File: config.mk
export PLATFORM = sky130hd
export DESIGN_NAME = uart_rx_deframer
export DESIGN_NICKNAME = d
export VERILOG_FILES = /design/src/rtl/uart_rx_deframer.sv
export SDC_FILE = /design/constraint.sdc
export NUM_CORES = 1
export LEC_CHECK = 0
export ABC_AREA = 1
export ABC_CLOCK_PERIOD_IN_PS = 1700
export CORE_UTILIZATION = 56
export CTS_BUF_LIST = sky130_fd_sc_hd__clkbuf_16
export CTS_CLUSTER_DIAMETER = 100
export CTS_CLUSTER_SIZE = 8
export DETAILED_ROUTE_END_ITERATION = 6
export PLACE_DENSITY = 0.81
export SYNTH_ARGS = -nofsm -noshare
export SYNTH_HDL_FRONTEND = slang
export SYNTH_SLANG_ARGS = --single-unit
File: constraint.sdc
create_clock -name CLOCK_50 -period 1.7 [get_ports CLOCK_50]
set_input_delay 0.34 -clock CLOCK_50 [delete_from_list [all_inputs] [get_ports CLOCK_50]]
set_output_delay 0.34 -clock CLOCK_50 [all_outputs]
set_load 0.01 [all_outputs]
File: src/rtl/uart_rx_deframer.sv
// 8N1 UART receiver (16x oversampled) feeding a valid/ready holding register.
// Define RX_PARITY_EN to receive 8E1 frames with even-parity checking.
`timescale 1ns/1ps
module uart_rx_deframer #(
  parameter int CLK_HZ     = 50000000,
  parameter int BAUD       = 115200,
  parameter int OVERSAMPLE = 16
) (
  input  logic       CLOCK_50,
  input  logic       RESET_N,
  input  logic       UART_RXD,
  output logic [7:0] rx_data,
  output logic       rx_valid,
  input  logic       rx_ready,
  output logic       framing_error,
  output logic       overrun,
  output logic       parity_error,
  output logic       rx_busy
);
  localparam int DIV  = (CLK_HZ + BAUD * OVERSAMPLE / 2) / (BAUD * OVERSAMPLE);
  localparam int HALF = OVERSAMPLE / 2;
  localparam int TW   = (DIV > 1) ? $clog2(DIV) : 1;
  localparam int SW   = $clog2(OVERSAMPLE);

  typedef enum logic [2:0] {
    IDLE  = 3'd0,
    START = 3'd1,
    DATA  = 3'd2,
    STOP  = 3'd3,
    BREAK = 3'd4
`ifdef RX_PARITY_EN
    , PARITY = 3'd5
`endif
  } state_t;

  state_t          state_r;
  logic            sync1_r;
  logic            rxd_s;
  logic [TW-1:0]   tick_cnt_r;
  logic            tick_s;
  logic [SW-1:0]   sample_cnt_r;
  logic            sample_end_s;
  logic [2:0]      bit_cnt_r;
  logic [7:0]      shift_r;
  logic            deliver_r;

`ifdef RX_PARITY_EN
  logic            par_bad_r;

  function automatic logic even_parity(input logic [7:0] d);
    return ^d;
  endfunction
`else
  assign parity_error = 1'b0;
`endif

  assign tick_s       = (tick_cnt_r == TW'(DIV - 1));
  assign sample_end_s = tick_s && (sample_cnt_r == SW'(OVERSAMPLE - 1));

  // Two-flop synchronizer, preset to the idle (mark) level.
  always_ff @(posedge CLOCK_50 or negedge RESET_N) begin
    if (!RESET_N) begin
      sync1_r <= 1'b1;
      rxd_s   <= 1'b1;
    end else begin
      sync1_r <= UART_RXD;
      rxd_s   <= sync1_r;
    end
  end

  // Sample-tick divider; parked at zero in IDLE so every frame starts phase-aligned.
  always_ff @(posedge CLOCK_50 or negedge RESET_N) begin
    if (!RESET_N) begin
      tick_cnt_r <= {TW{1'b0}};
    end else if (state_r == IDLE || tick_s) begin
      tick_cnt_r <= {TW{1'b0}};
    end else begin
      tick_cnt_r <= tick_cnt_r + TW'(1);
    end
  end

  // Frame FSM: start validation, bit sampling, stop check and error pulses.
  always_ff @(posedge CLOCK_50 or negedge RESET_N) begin
    if (!RESET_N) begin
      state_r       <= IDLE;
      sample_cnt_r  <= {SW{1'b0}};
      bit_cnt_r     <= 3'd0;
      shift_r       <= 8'h00;
      deliver_r     <= 1'b0;
      framing_error <= 1'b0;
      rx_busy       <= 1'b0;
`ifdef RX_PARITY_EN
      par_bad_r     <= 1'b0;
      parity_error  <= 1'b0;
`endif
    end else begin
      deliver_r     <= 1'b0;
      framing_error <= 1'b0;
`ifdef RX_PARITY_EN
      parity_error  <= 1'b0;
`endif
      case (state_r)
        IDLE: begin
          sample_cnt_r <= {SW{1'b0}};
          bit_cnt_r    <= 3'd0;
          if (!rxd_s) begin
            state_r <= START;
            rx_busy <= 1'b1;
          end
        end
        START: if (tick_s) begin
          if (sample_cnt_r == SW'(HALF - 1)) begin
            sample_cnt_r <= {SW{1'b0}};
            if (rxd_s) begin
              state_r <= IDLE;
              rx_busy <= 1'b0;
            end else begin
              state_r <= DATA;
            end
          end else begin
            sample_cnt_r <= sample_cnt_r + SW'(1);
          end
        end
        DATA: if (sample_end_s) begin
          sample_cnt_r <= {SW{1'b0}};
          shift_r      <= {rxd_s, shift_r[7:1]};
          bit_cnt_r    <= bit_cnt_r + 3'd1;
          if (bit_cnt_r == 3'd7) begin
`ifdef RX_PARITY_EN
            state_r <= PARITY;
`else
            state_r <= STOP;
`endif
          end
        end else if (tick_s) begin
          sample_cnt_r <= sample_cnt_r + SW'(1);
        end
`ifdef RX_PARITY_EN
        PARITY: if (sample_end_s) begin
          sample_cnt_r <= {SW{1'b0}};
          par_bad_r    <= (rxd_s != even_parity(shift_r));
          state_r      <= STOP;
        end else if (tick_s) begin
          sample_cnt_r <= sample_cnt_r + SW'(1);
        end
`endif
        STOP: if (sample_end_s) begin
          sample_cnt_r <= {SW{1'b0}};
          if (rxd_s) begin
            state_r <= IDLE;
            rx_busy <= 1'b0;
`ifdef RX_PARITY_EN
            if (par_bad_r) begin
              parity_error <= 1'b1;
            end else begin
              deliver_r <= 1'b1;
            end
`else
            deliver_r <= 1'b1;
`endif
          end else begin
            framing_error <= 1'b1;
            state_r       <= BREAK;
          end
        end else if (tick_s) begin
          sample_cnt_r <= sample_cnt_r + SW'(1);
        end
        BREAK: if (rxd_s) begin
          state_r <= IDLE;
          rx_busy <= 1'b0;
        end
        default: begin
          state_r <= IDLE;
          rx_busy <= 1'b0;
        end
      endcase
    end
  end

  // Holding register: load when empty or drained this cycle, otherwise drop and flag overrun.
  always_ff @(posedge CLOCK_50 or negedge RESET_N) begin
    if (!RESET_N) begin
      rx_data  <= 8'h00;
      rx_valid <= 1'b0;
      overrun  <= 1'b0;
    end else begin
      overrun <= 1'b0;
      if (deliver_r) begin
        if (!rx_valid || rx_ready) begin
          rx_data  <= shift_r;
          rx_valid <= 1'b1;
        end else begin
          overrun <= 1'b1;
        end
      end else if (rx_valid && rx_ready) begin
        rx_valid <= 1'b0;
      end
    end
  end

endmodule

==> impl_results.md <==
* Status: finished, violations left
* Failing checks: design-rule violations
* Leading area contributor after synthesis: dfrtp_1
* N_diodes at 0
* Syn avg cell area at 9.31 sq um
* Total wire length at 3340 um
* DIE AREA at 3370 sq um
* Period utilization at 0.907
* Logic pwr share at 0.014
* Clk_lat worst skew at 0.28 ns
* Levels on crit path at 8
* Worst Path Required at 1.91 ns
* DRT iter0 DRCs at 83
* Die width at 58.1 um
* Fmax at 0.648 GHz
* Critical path class: reg -> reg
* Internal at 1.75 mW
* Vias in the first global route at 1,300
* Tot GR Track Use at 0.234
* Cell Area, Synth at 1760 sq um
* Via count at 1,334
* Final HPWL from detailed placement at 2250 um
* Pins Over Slew Limit at 0
* DRT Pass-1 Iters at 7
* Finished Core Util at 0.745
* Clock buffer depth at 2
* Crit Path Max Fanout at 7
* Fin Setup TNS at 0 ns
* Crit path buffers/inverters at 1
* Max VDD drop at 0.564 mV
* Number of synthesized flops with an enable pin at 0
* Share of the synthesized area in the top cell type at 0.512
* RSZ-0062 raised after global routing: false
* Clock Power Share at 0.558
* Layout cells sized above 1 at 0.208
* Final setup vio count at 0
* PortBufs at 15
* CTS sink count at 38
* Pwr Total at 2.13 mW
* Row count at 19
* Count leader, synth: nand2_1
* First-pass GRT wire length at 5780 um
* Critical path's largest stage delay at 0.41 ns
* Syn Nets at 198
* Top Ports at 17
* Antenna Violating Nets Remaining at 0
* Switch share at 0.177
* Overflow after GRT at 0
* FILL cells at 204
* CP delay by family, top: simple AND/OR/NAND/NOR gates
* Synth async-reset ratio at 1.00
* Post-cts hold buffer count at 0
* Reg2Reg Depth at 8
* Yosys reg bits at 38
* Post-synth top cells: nand2_1 (42), dfrtp_1 (36), inv_1 (18), nand3_1 (13), nor2_1 (13)
* Post-CTS setup buffer count at 0
* Clock-pin slew on the worst setup and hold paths at 0.06 ns
* CP arrival at 1.76 ns
* Ys Warns at 0
* Initial antenna violation count at 0
* Drt wl/cell at 13.2 um
* Register share of total power at 0.428
* Tmin final at 1.54 ns
* CTS tree: done
* Final hold viol count at 0
* PwrDens at 995 nW/um^2
* Psw at 0.378 mW
* Register area share after synthesis at 0.542
* Setup crit end kind: flop
* Die height at 58.1 um
* Largest cells by area after synthesis: dfrtp_1 (51%), nand2_1 (9.0%), o21ai_2 (5.0%)
* H-tree Lvls at 2
* Total CTS buffers at 5
* Slowest cell on the critical path: dfrtp_1
* Crit-path most repeated cell: nand2_1
* Leak at 0.969 nW
* Initial cell density of the core at 0.612
* Vias/cell at 5.25
* Hold Path Class: in -> async
* Largest net degree at the start of global routing at 39
* Synth cell types at 27
* Critical path cell sequence: inv_1 > ha_1 > nand4_1 > a21oi_2 > nand2_1 > nand2_1 > nand2_1 > nor2_1
* Synth Flop Type: dfrtp_1
* Post_cts resized at 0
* Clock root buffer: clkbuf_16
* Placer congestion estimate at 0.947
* Area Overhead vs Synth at 21.8%
* Clk_skew at 0.00522 ns
* Core Area at 2880 sq um
* Synth Instances at 189
* # DRC at 3
* Max-cap check violation count at 0
* Nets at 220
* CP startpoint kind: flop
==> final timing paths <==
| kind | from | endpoint | slack [ns] |
|---|---|---|---|
| setup / recovery | tick_cnt_r[0]$_DFF_PN0_ | sample_cnt_r[3]$_DFFE_PN0P_ | 0.16 |
| hold reg to reg | sync1_r$_DFF_PN1_ | rxd_s$_DFF_PN1_ | 0.36 |
| setup reg to reg | tick_cnt_r[0]$_DFF_PN0_ | sample_cnt_r[3]$_DFFE_PN0P_ | 0.16 |
| min in group CLOCK_50 | sync1_r$_DFF_PN1_ | rxd_s$_DFF_PN1_ | 0.36 |
| hold / removal | RESET_N | deliver_r$_DFF_PN0_ | 0.1 |
| max in group asynchronous | RESET_N | sync1_r$_DFF_PN1_ | 1.25 |
==> routing by layer <==
| metal | global-route usage | up-vias | share of wire |
|---|---|---|---|
| li1 | - | 643 | - |
| met1 | 0.297 | 633 | 0.44 |
| met2 | 0.366 | 48 | 0.48 |
| met3 | 0.0625 | 10 | 0.055 |
| met4 | 0.129 | 0 | 0.025 |
| met5 | 0 | - | 0 |
==> logic make-up (layout without fill, tap and decap cells) <==
family,Yosys count,in the layout,synth area share
buffers and inverters,27,50,0.0683
adders and majority gates,5,5,0.0356
and+or+nand+nor,83,83,0.211
AOI/OAI and AO/OA,30,30,0.115
other,1,1,0.00213
muxes,1,1,0.00640
xor gates and xnor gates,4,4,0.0199
DFF,38,38,0.542
==> power by group through the flow <==
stage,Sequential [mW],Combinational (mW),Clock (mW)
final,0.912,0.0296,1.19
after CTS,0.912,0.0309,1.19
after floorplan,0.927,0.00668,0
after detailed placement,0.928,0.0304,0
after global placement,0.928,0.0300,0
after global routing,0.912,0.0341,1.23
==> area by class of cell <==
type / instances / area, sq um / area share
well taps: 42 / 52.6 / 0.0245
clock buffers: 5 / 125 / 0.0584
multi-input cells: 124 / 686 / 0.320
clock inverters: 3 / 63.8 / 0.0298
repair buffers: 19 / 175 / 0.0818
flip-flops and latches: 38 / 953 / 0.445
inverters: 23 / 86.3 / 0.0403
==> through the flow <==
stage / area, sq um / setup slack [ns] / hold WS (ns) / instances
after global placement: 1950 / 0.251 / 0.348 / 246
after detailed placement: 1950 / 0.189 / 0.356 / 246
after CTS: 2140 / 0.154 / 0.114 / 254
after floorplan: 1760 / 0.344 / 0.0444 / 189
after global routing: 2140 / 0.0421 / 0.146 / 254
final: 2140 / 0.158 / 0.0953 / 254
==> placed cells by master, fill, tap and decap left out, types with 2 or more instances in the layout <==
| master | netlist | routed |
|---|---|---|
| a21oi_2 | 3 | 3 |
| nor2_1 | 13 | 13 |
| clkdlybuf4s50_1 | 0 | 14 |
| bufinv_16 | 0 | 2 |
| a21oi_1 | 4 | 4 |
| nor3_1 | 2 | 2 |
| xor2_1 | 2 | 2 |
| inv_2 | 5 | 5 |
| dfrtp_1 | 36 | 36 |
| nor2_2 | 5 | 5 |
| nand2_2 | 4 | 4 |
| o21ai_0 | 11 | 11 |
| buf_4 | 1 | 4 |
| nand4_1 | 2 | 2 |
| clkbuf_16 | 0 | 5 |
| ha_1 | 5 | 5 |
| o21ai_2 | 10 | 10 |
| inv_1 | 18 | 18 |
| dfstp_2 | 2 | 2 |
| xnor2_1 | 2 | 2 |
| nand3_1 | 13 | 13 |
| nand2_1 | 42 | 42 |
==> sequential cells by signal (all words and copies together), names as in the netlist <==
name and flops:
rx_data 8, shift_r 8, tick_cnt_r 5, sample_cnt_r 4, bit_cnt_r 3, state_r 3, deliver_r 1, framing_error 1
overrun 1, rx_busy 1, rx_valid 1, rxd_s 1, sync1_r 1
==> worst reg2reg max path, stage by stage, from the launching register on <==
cell and delay, ns:
dfrtp_1 0.41, inv_1 0.07, ha_1 0.16, nand4_1 0.22, a21oi_2 0.33, nand2_1 0.10, nand2_1 0.08, nand2_1 0.05
nor2_1 0.07
Power figures use the tool's default switching activity.
